**src/rtl/key_pkg.sv**
```systemverilog
// key_pkg: shared FSM state type, 24 MHz default timing constants and counter-width helper.
package key_pkg;
  typedef enum logic [1:0] {IDLE, PRESS_WAIT, HELD, RELEASE_WAIT} key_state_t;
  localparam int CLK_HZ           = 24_000_000;
  localparam int DEF_DEBOUNCE_CYC = CLK_HZ / 100;
  localparam int DEF_LONG_CYC     = CLK_HZ * 2;
  localparam int DEF_REPEAT_CYC   = CLK_HZ / 5;
  function automatic int cw(input int x);
    return (x > 1) ? $clog2(x) : 1;
  endfunction
endpackage

```
**src/rtl/key_chan.sv**
```systemverilog
// key_chan: one key channel (2-flop synchronizer, debounce FSM, long-press and optional KEY_AUTOREPEAT_EN repeat timer).
module key_chan
  import key_pkg::*;
#(
  parameter int DEBOUNCE_CYC = DEF_DEBOUNCE_CYC,
  parameter int LONG_CYC     = DEF_LONG_CYC,
  parameter int REPEAT_CYC   = DEF_REPEAT_CYC
) (
  input  logic clk,
  input  logic rst,
  input  logic key_n,
  output logic key_level,
  output logic press_pulse,
  output logic release_pulse,
  output logic long_pulse,
  output logic rpt_pulse
);
  localparam int DW = cw(DEBOUNCE_CYC);
  localparam int LW = cw(LONG_CYC);
  localparam logic [DW-1:0] D_LAST = DW'(DEBOUNCE_CYC - 1);
  localparam logic [LW-1:0] L_LAST = LW'(LONG_CYC - 1);
  localparam logic [LW-1:0] L_PRE  = LW'(LONG_CYC - 2);
  if (DEBOUNCE_CYC < 1 || LONG_CYC <= DEBOUNCE_CYC || REPEAT_CYC < 1) begin : g_bad_cfg
    $error("key_chan: invalid timing parameters");
  end
  logic [1:0] sync;
  key_state_t state, state_nx;
  logic [DW-1:0] dcnt, dcnt_nx;
  logic [LW-1:0] lcnt, lcnt_nx;
  logic pressed, held, p, r, l;
  assign pressed = ~sync[1];
  assign held = state == HELD || state == RELEASE_WAIT;
  always_ff @(posedge clk) begin
    if (rst) begin
      sync  <= 2'b11;
      state <= IDLE;
      dcnt  <= '0;
      lcnt  <= '0;
    end else begin
      sync  <= {sync[0], key_n};
      state <= state_nx;
      dcnt  <= dcnt_nx;
      lcnt  <= lcnt_nx;
    end
  end
  // Long count runs through RELEASE_WAIT so a bounce never delays the long-press event.
  always_comb begin
    state_nx = state;
    dcnt_nx  = dcnt;
    lcnt_nx  = held ? ((lcnt == L_LAST) ? lcnt : lcnt + 1'b1) : lcnt;
    p        = 1'b0;
    r        = 1'b0;
    case (state)
      IDLE: begin
        state_nx = pressed ? PRESS_WAIT : IDLE;
        dcnt_nx  = '0;
      end
      PRESS_WAIT: begin
        state_nx = !pressed ? IDLE : (dcnt == D_LAST) ? HELD : PRESS_WAIT;
        p        = pressed && dcnt == D_LAST;
        dcnt_nx  = dcnt + 1'b1;
        lcnt_nx  = '0;
      end
      HELD: begin
        state_nx = pressed ? HELD : RELEASE_WAIT;
        dcnt_nx  = '0;
      end
      RELEASE_WAIT: begin
        state_nx = pressed ? HELD : (dcnt == D_LAST) ? IDLE : RELEASE_WAIT;
        r        = !pressed && dcnt == D_LAST;
        dcnt_nx  = dcnt + 1'b1;
      end
    endcase
  end
  assign l             = held && lcnt == L_PRE && !r;
  assign key_level     = held && !rst;
  assign press_pulse   = p && !rst;
  assign release_pulse = r && !rst;
  assign long_pulse    = l && !rst;
`ifdef KEY_AUTOREPEAT_EN
  localparam int RW = cw(REPEAT_CYC);
  localparam logic [RW-1:0] R_LAST = RW'(REPEAT_CYC - 1);
  logic [RW-1:0] rcnt;
  logic rpt, rpt_run;
  assign rpt_run = state == HELD && lcnt == L_LAST;
  assign rpt     = rpt_run && rcnt == R_LAST;
  always_ff @(posedge clk) begin
    if (rst || l || state_nx == IDLE) rcnt <= '0;
    else if (rpt_run) rcnt <= rpt ? '0 : rcnt + 1'b1;
  end
  assign rpt_pulse = rpt && !rst;
`else
  assign rpt_pulse = 1'b0;
`endif
endmodule

```
**src/rtl/key_debounce_bank.sv**
```systemverilog
// key_debounce_bank: N_KEYS independent debounced keys with press/release/long events; KEY_AUTOREPEAT_EN adds auto-repeat.
module key_debounce_bank
  import key_pkg::*;
#(
  parameter int N_KEYS       = 4,
  parameter int DEBOUNCE_CYC = DEF_DEBOUNCE_CYC,
  parameter int LONG_CYC     = DEF_LONG_CYC,
  parameter int REPEAT_CYC   = DEF_REPEAT_CYC
) (
  input  logic              clk,
  input  logic              rst,
  input  logic [N_KEYS-1:0] key_n,
  output logic [N_KEYS-1:0] key_level,
  output logic [N_KEYS-1:0] press_pulse,
  output logic [N_KEYS-1:0] release_pulse,
  output logic [N_KEYS-1:0] long_pulse,
  output logic [N_KEYS-1:0] rpt_pulse
);
  for (genvar i = 0; i < N_KEYS; i++) begin : g_chan
    key_chan #(
      .DEBOUNCE_CYC(DEBOUNCE_CYC),
      .LONG_CYC    (LONG_CYC),
      .REPEAT_CYC  (REPEAT_CYC)
    ) u_chan (
      .clk          (clk),
      .rst          (rst),
      .key_n        (key_n[i]),
      .key_level    (key_level[i]),
      .press_pulse  (press_pulse[i]),
      .release_pulse(release_pulse[i]),
      .long_pulse   (long_pulse[i]),
      .rpt_pulse    (rpt_pulse[i])
    );
  end
endmodule
```
**config.mk**
```make
export PLATFORM = sky130hd
export DESIGN_NAME = key_debounce_bank
export DESIGN_NICKNAME = d
export VERILOG_FILES = /design/src/rtl/key_pkg.sv /design/src/rtl/key_chan.sv /design/src/rtl/key_debounce_bank.sv
export SDC_FILE = /design/constraint.sdc
export NUM_CORES = 1
export LEC_CHECK = 0
export CORE_ASPECT_RATIO = 1.5
export CORE_MARGIN = 3
export CORE_UTILIZATION = 37
export DETAILED_ROUTE_END_ITERATION = 10
export DONT_BUFFER_PORTS = 1
export PLACE_DENSITY = 0.52
export SETUP_SLACK_MARGIN = 0.4
export SYNTH_ARGS = -nofsm -noshare
export SYNTH_HDL_FRONTEND = slang
export SYNTH_HIERARCHICAL = 1
export SYNTH_SLANG_ARGS = --single-unit
```
**constraint.sdc**
```tcl
create_clock -name clk -period 1.8 [get_ports clk]
set_input_delay 0.36 -clock clk [delete_from_list [all_inputs] [get_ports clk]]
set_output_delay 0.36 -clock clk [all_outputs]
set_load 0.02 [all_outputs]
```
# [Yosys cells after proc, flatten, opt, wreduce, memory -nomap -nowiden]
# Index checks and enable logic that the tools add are counted.
# W data, S select, Z words.
[word_totals] register_bits=192
[classes] addsub=8 n_bitwise=8 n_mux=40 n_eq_ne=24 reduce_logical=61
[op_table] op="$eq A26 B26 Y1 const B" n=8
[op_table] op="$pmux W18 S2" n=4
[op_table] op="$add A26 B1 Y26 const B" n=4
[op_table] op="$add A18 B1 Y18 const B" n=4
[op_table] op="$eq A18 B18 Y1 const B" n=4
[op_table] op="$logic_and A1 B1 Y1" n=32
[op_table] op="$mux W2" n=16
[op_table] op="$pmux W2 S4" n=4
[op_table] op="$reduce_or A2 Y1" n=12
[op_table] op="$eq A2 B2 Y1 const B" n=8
[op_table] op="$mux W1" n=16
[op_table] op="$eq A2 B1 Y1 const B" n=4
[op_table] op="$logic_not A2 Y1" n=4
[op_table] op="$not A1 Y1" n=8
[op_table] op="$reduce_and A2 Y1" n=4
[op_table] op="$logic_not A1 Y1" n=5
[op_table] op="$logic_or A1 B1 Y1" n=4

# [Longest topological paths before layout]
# Gate-level depths: netlist (run 1).
[logic_depth] word_depth=6 ltp_mapped=7 mapped_depth_nobuf=6

# [Hierarchy]
# The synthesis (run 1) kept the hierarchy.
[by_module_without_submodules] module="key_chan" area_per_inst_um2=2349.8 instances=4 cells_each=272

# [Worst setup path before layout (run 1)]
# Ideal clock, no wire load.
[synth_path] path_type="flip-flop to output port" from="register g_chan[0].u_chan.lcnt[15]" to="output long_pulse[0]" stages_incl_launch_ff=5 t_arrival_ns=1.686 slack_ns=-0.246 cell_sequence="dfxtp_1 > or4_4 > nor4_4 > nand4_1 > a31oi_1"
[synth_between] elab_chain_len=4
[synth_rtl] item="start: declaration" line="key_chan.sv:29" rtl="logic [LW-1:0] lcnt, lcnt_nx;"
[synth_rtl] item="start signal: assignment" line="key_chan.sv:43" rtl="lcnt <= lcnt_nx;"
[synth_rtl] item="$eq A26 B26 Y1" line="key_chan.sv:75" rtl="assign l = held && lcnt == L_PRE && !r;"
[synth_rtl] item="$logic_and A1 B1 Y1 (2 in a row)" line="key_chan.sv:75"
[synth_rtl] item="$logic_and A1 B1 Y1" line="key_chan.sv:79" rtl="assign long_pulse = l && !rst;"
[synth_rtl] item="end: declaration" line="key_debounce_bank.sv:16" rtl="output logic [N_KEYS-1:0] long_pulse,"
# No other way between the ends.

# [Final worst setup path (run 1)]
[layout_path] from="register g_chan[1].u_chan.lcnt[15]" to="output long_pulse[1]"
[layout_between] elab_chain_len=4
[layout_rtl] item="start: declaration" line="key_chan.sv:29"
[layout_rtl] item="start signal: assignment" line="key_chan.sv:43"
[layout_rtl] item="$eq A26 B26 Y1" line="key_chan.sv:75"
[layout_rtl] item="$logic_and A1 B1 Y1 (2 in a row)" line="key_chan.sv:75"
[layout_rtl] item="$logic_and A1 B1 Y1" line="key_chan.sv:79"
# No other way between the ends.

==> results of run 1 <==
## layout by cell type, fill, tap and decap left out, types with 12 or more instances in the layout
cell       Yosys  routed
nor2_1       192     171
buf_4          4     148
dfxtp_1      192      96
xor2_1        88      88
nand4_1       76      76
buf_6          4      73
dfxtp_2        0      62
nand3_1       88      60
nand2_1       60      51
xnor2_1       56      50
dfxtp_4        0      34
inv_1         24      21
a21oi_2       16      21
nor4_4         8      20
clkbuf_16      0      19
nand3_2        0      18
or3_4          0      18
nor3_4         0      17
and3_1        20      16
nor2_4         0      12
o21ai_2       12      12
## power groups by stage
stage          logic (uW)  clock network [uW]  registers, uW
5_1_grt               141                4320           4220
4_1_cts               120                4150           4230
3_5_place_dp          104                   0           4360
2_1_floorplan         115                   0           4360
6_report              130                4010           4220
3_3_place_gp          104                   0           4360
## what timing repair did
action / CTS / global route
gates resized for setup: 218 / 139
setup buffers: 47 / 45
endpoints found under the hold margin: 7 / 0
endpoints found under the setup margin: 142 / 155
pin swaps: 116 / 115
hold buffers: 3 / 0
gates cloned: 0 / 1
## per-stage QoR
stage | setup TNS [ns] | utilization (%)
3_5_place_dp | -0.362 | 45.2
3_3_place_gp | -0.190 | 45.2
5_1_grt | -6.03 | 56.3
4_1_cts | -4.45 | 52.6
6_report | -4.05 | 56.3
2_1_floorplan | -0.583 | -
## flip-flops by register name (all words and copies together) (netlist names)
register	flops
g_chan.u_chan/dcnt	72
g_chan.u_chan/state	8
g_chan.u_chan/lcnt	104
g_chan.u_chan/sync	8
## layout make-up
type | count | share of cell area, %
clock buffers | 19 | 3.34
well taps | 324 | 2.92
clock inverters | 13 | 1.18
flip-flops and latches | 192 | 29.1
multi-input cells | 828 | 47.7
inverters | 24 | 0.648
repair buffers | 230 | 15.0
## cells by family after synthesis
| group | after synthesis | share of synthesized area (%) |
|---|---|---|
| compound gates | 88 | 6.71 |
| buf+inv | 68 | 4.05 |
| fa+ha+maj | 12 | 1.60 |
| simple gates | 580 | 33.2 |
| other cells | 4 | 0.160 |
| xor+xnor | 144 | 13.4 |
| flops | 192 | 40.9 |
## cell usage after synthesis (8+ instances only)
| cell | n |
|---|---|
| xnor2_1 | 56 |
| or2_2 | 12 |
| ha_1 | 12 |
| clkbuf_1 | 24 |
| a21oi_1 | 24 |
| nor4_1 | 12 |
| nand2_1 | 60 |
| nor2_1 | 192 |
| or3_2 | 12 |
| or3_1 | 8 |
| nand4_1 | 76 |
| nor3_1 | 36 |
| nand3_1 | 88 |
| a21oi_2 | 16 |
| and3_1 | 20 |
| clkbuf_8 | 8 |
| dfxtp_1 | 192 |
| nor4_4 | 8 |
| o21ai_2 | 12 |
| inv_1 | 24 |
| xor2_1 | 88 |
| and4_1 | 20 |
| a211oi_1 | 8 |
## worst min-delay path by stage
stage / from / endpoint / slack, ns / cells after the start
floorplan: g_chan[0].u_chan/sync[0] / g_chan[0].u_chan/sync[1] / 0.39 / 1
global placement: g_chan[1].u_chan/sync[0] / g_chan[1].u_chan/sync[1] / 0.39 / 1
detailed placement: g_chan[3].u_chan/sync[0] / g_chan[3].u_chan/sync[1] / 0.40 / 1
CTS: rst / g_chan[1].u_chan/sync[1] / 0.001 / 1
global route: rst / g_chan[2].u_chan/state[1] / 0.0002 / 1
finish: rst / g_chan[1].u_chan/sync[1] / 0.02 / 1
## worst max-delay path, cell delays in order (launching register included)
cell,delay [ns]
dfxtp_2,0.32
or4_4,0.53
nor4_4,0.19
nand4_1,0.22
a31oi_4,0.28
## routing by layer
| layer | up-vias | global-route usage [%] | routed length [um] |
|---|---|---|---|
| met3 | 35 | 2.83 | 439 |
| met2 | 83 | 31.5 | 13000 |
| met1 | 4055 | 19.8 | 10000 |
| met5 | - | 0 | 0 |
| met4 | 0 | 6.12 | 423 |
| li1 | 4217 | - | - |
==> reports/results.tsv, run 1 <==
metric	value	unit
netlist_instances	1088	
p_total	8360	uW
vias	8390	
post-place-ws	-0.0927	ns
pwr-share-clk	48.0	%
drt_pass1_iterations	4	
synth_warnings	6	
dieWidth	136	um
cap_violations	0	
slew_violations	0	
seq_area_frac_synth	40.9	%
hold_viol	0	
r2r-end	g_chan[1].u_chan/lcnt[10]	
seq_power_share	50.5	%
clock_skew	0.00986	ns
die_area	0.0274	sq mm
route.detailed.drc	0	
areaGrowthSynthToFinish	47.8	%
placed_cell_area	0.0112	sq mm
cts_buffers	17	
cts_tree	built	
diodes	0	
power_density	602	mW/mm^2
whs	0.0242	ns
rr_worst_depth	7	
grt_setup_unrepaired	true	
ys.flop_type	dfxtp_1	
worstSetupPathType	reg2out	
path_clk_slew	0.08	ns
violations	negative setup slack	
drtIter0Drc	289	
grt_pass1_vias	8274	
grtUsageTotal	17.2	%
p_switching	1890	uW
period_share	130	%
async_flop_share	0	%
drtAntennaViolNets	0	
die_h	201	um
period_minus_slack	2.34	ns
p_int	6480	uW
antenna_found_initial	0	
routedWlPerCell	14.6	um
status	finished with violations	
cp.required	1.44	ns
multi_input_area	0.00663	sq mm
reg2reg_slack	0.01	ns
io_buffers	0	
p_sw_share	22.6	%
initial_core_util	38.1	%
gp_congestion	0.839	
rows	70	
placedCellCount	1502	
layoutNonFillerInstCount	1630	
min_path_type	in2reg	
nFillCells	2231	
register_area	0.00405	sq mm
cp.arrival	1.98	ns
io_pins	26	
root_buffer	clkbuf_16	
drive_gt1_share	47.7	%
endpoint_kind	primary output	
grt_max_degree	33	
yosys.area.top_type_share	40.9	%
grt_pass1_wl	39200	um
peakVddDrop	646	uV
fin_ws	-0.535	ns
cp_max_fo	2	
ys_ff_latch	192	
coreArea	0.0247	sq mm
h-tree-depth	4	
startpoint	g_chan[1].u_chan/lcnt[15]	
ys_top_cells_by_area	dfxtp_1 41%, xor2_1 8.2%, nor2_1 7.7%	
cp-endpoint	long_pulse[1]	
syn-cell-area	0.00940	sq mm
synth_area_per_cell	8.64	sq um
reg2reg_from	g_chan[1].u_chan/lcnt[15]	
synth_edf_count	0	
cts_buffer_depth	2	
dp_hpwl	15500	um
fin_area	0.0139	sq mm
p_leak	0.00500	uW
setup_violations	12	
yosysUniqueCellTypes	43	
grt.overflow.total	0	
combinationalPowerShare	1.6	%
yosys.area.top_type	dfxtp_1	
routed_wl	23800	um
drt-vias-per-instance	5.15	
nets	1311	
clkSinkCount	192	
max_clock_freq	428	MHz
syn_nets	1106	
clkLatencyLatePin	0.44	ns
critPathLaunchType	flip-flop	
No activity file was read; power rests on OpenSTA's default activity.
==> run 2, diff against run 1 <==
- CTS_CLUSTER_DIAMETER: not set -> 30
==> results of run 2 <==
No change in the layout: final DEF, timing and power equal those of run 1.
==> run 3, diff against run 2 <==
- HOLD_SLACK_MARGIN: not set -> 0.12
==> run 3 against run 2 <==
The run still ends with negative setup slack left; non-clock buffer count is 2 higher; core utilization barely moved; cell count grew 0.12%; sequential share of layout area hardly changed; first-iteration DRC count increased by 15%; worst setup slack got worse by 0.0033 ns; clock power about the same; critical path depth stayed put; fmax is 0.14% lower; clock skew rose by 0.0014 ns; die area unchanged; highest routed layer unchanged.
==> reports/results.tsv, run 3 (synthesis gave the netlist of run 1 again) <==
metric	value	unit	change
root_buffer	clkbuf_16		
violations	negative setup slack		
top_regs	g_chan.u_chan/lcnt (104), g_chan.u_chan/dcnt (72)		
die_h	201	um	unchanged
drive_gt1_share	47.5	%	-0.23 points
die_area	0.0274	sq mm	unchanged
nFillCells	2231		unchanged
period_share	130	%	+0.18 points
relSlewSlack	35.4	%	
slew_violations	0		unchanged
top_register	g_chan.u_chan/lcnt		
crit_path_top_delay_cell	or4_4		
antenna_found_initial	0		unchanged
status	finished with violations		
path_cells	or4_4 > nor4_4 > nand4_1 > a31oi_4		
vias	8421		+0.37%
hold_viol	0		unchanged
cp_max_fo	2		unchanged
setup_violations	12		unchanged
routedWlPerCell	14.7	um	+0.65%
final_util	56.3	%	about the same
cp.arrival	1.98	ns	about the same
clkLatencyLatePin	0.44	ns	about the same
peakVddDrop	651	uV	+0.90%
coreArea	0.0247	sq mm	unchanged
cap_violations	0		unchanged
fin_ws	-0.538	ns	-0.00330 ns
cts_buffer_depth	2		unchanged
critPathTopFamily	simple AND/OR/NAND/NOR gates		
max_clock_freq	428	MHz	-0.14%
path_clk_slew	0.08	ns	about the same
cp.required	1.44	ns	about the same
drt_pass1_iterations	4		unchanged
min_path_type	in2reg		
routed_wl	24000	um	+0.78%
drtAntennaViolNets	0		unchanged
period_minus_slack	2.34	ns	+0.00330 ns
endpoint_kind	primary output		
p_leak	0.00502	uW	+0.33%
nets	1313		+0.15%
drtIter0Drc	332		+15%
grt_pass1_wl	39300	um	+0.46%
critPathLaunchType	flip-flop		
largest_reg_flops	104		unchanged
worst_pin_slew	0.970	ns	
cts_tree	built		
p_total	8380	uW	+0.22%
path_buf_inv	0		unchanged
worstSetupPathType	reg2out		
grt.overflow.total	0		unchanged
register_area	0.00405	sq mm	unchanged
io_pins	26		unchanged
final_common_cell	nor2_1		
grtUsageTotal	17.3	%	+0.11 points
dp_hpwl	15500	um	unchanged
io_buffers	0		unchanged
route.detailed.drc	0		unchanged
gp_congestion	0.839		unchanged
cts_buffers	17		unchanged
initial_core_util	38.1	%	unchanged
areaGrowthSynthToFinish	47.9	%	about the same
rows	70		unchanged
multi_input_area	0.00662	sq mm	-0.26%
drt-vias-per-instance	5.16		+0.25%
layout_common_cells	171 x nor2_1, 148 x buf_4, 96 x dfxtp_1, 88 x xor2_1, 76 x nand4_1		
grt_max_degree	26		-21%
h-tree-depth	4		unchanged
clkSinkCount	192		unchanged
clock_skew	0.0113	ns	+0.00142 ns
grt_pass1_vias	8279		+0.060%
diodes	0		unchanged
max_stage_delay	0.53	ns	about the same
grt_setup_unrepaired	true		
dieWidth	136	um	unchanged
power_density	603	mW/mm^2	+0.17%
## run 3: power breakdown
group	internal [uW]	switching, uW
clock network	2230	1790
registers	4200	19.3
logic	48.8	89.7
## run 3: through the flow
| stage | hold WS, ns | instances | instance area [sq um] | setup slack (ns) | setup TNS (ns) |
|---|---|---|---|---|---|
| 2_1_floorplan | 0.389 | 1088 | 10100 | -0.146 | -0.583 |
| 3_3_place_gp | 0.394 | 1502 | 11200 | -0.0919 | -0.190 |
| 3_5_place_dp | 0.398 | 1502 | 11200 | -0.0927 | -0.362 |
| 4_1_cts | 0.128 | 1586 | 13000 | -0.578 | -4.45 |
| 5_1_grt | 0.171 | 1632 | 13900 | -0.613 | -6.05 |
| 6_report | 0.152 | 1632 | 13900 | -0.538 | -4.10 |
## run 3: worst reg2reg max path, cell delays in order (launching register included)
cell      delay [ns]
dfxtp_2         0.32
or4_4           0.53
nor4_4          0.19
buf_4           0.19
buf_6           0.12
a211oi_4        0.06
xnor2_1         0.18
nor2_1          0.07
## run 3: area by class of cell
cell class	count	share of cell area, %
tap	324	2.92
clock buffer	19	3.34
multi-input combinational	828	47.6
sequential	192	29.1
clock inverter	13	1.18
timing repair buffer	232	15.2
inverter	24	0.666
## run 3: worst paths after layout
check,start,end,slack [ns],depth (start not counted)
max,g_chan[1].u_chan/lcnt[15],long_pulse[1],-0.54,4
max reg2reg,g_chan[1].u_chan/lcnt[15],g_chan[1].u_chan/lcnt[10],0.01,7
min,rst,g_chan[3].u_chan/lcnt[3],0.15,3
min reg2reg,g_chan[1].u_chan/sync[0],g_chan[1].u_chan/sync[1],0.41,1
## run 3: timing repair
item / in CTS / in global routing
hold buffers: 5 / 0
endpoints found under the hold margin: 19 / 0
pin swaps: 116 / 115
buffers inserted: 47 / 45
endpoints found under the setup margin: 142 / 160
cloned: 0 / 1
resized for setup: 218 / 138
## run 3: routing by layer
| metal | part of all wire [%] | GRT usage, % |
|---|---|---|
| met1 | 42 | 20.0 |
| met2 | 54 | 31.6 |
| met3 | 1.8 | 2.83 |
| met4 | 1.7 | 6.12 |
| met5 | 0 | 0 |
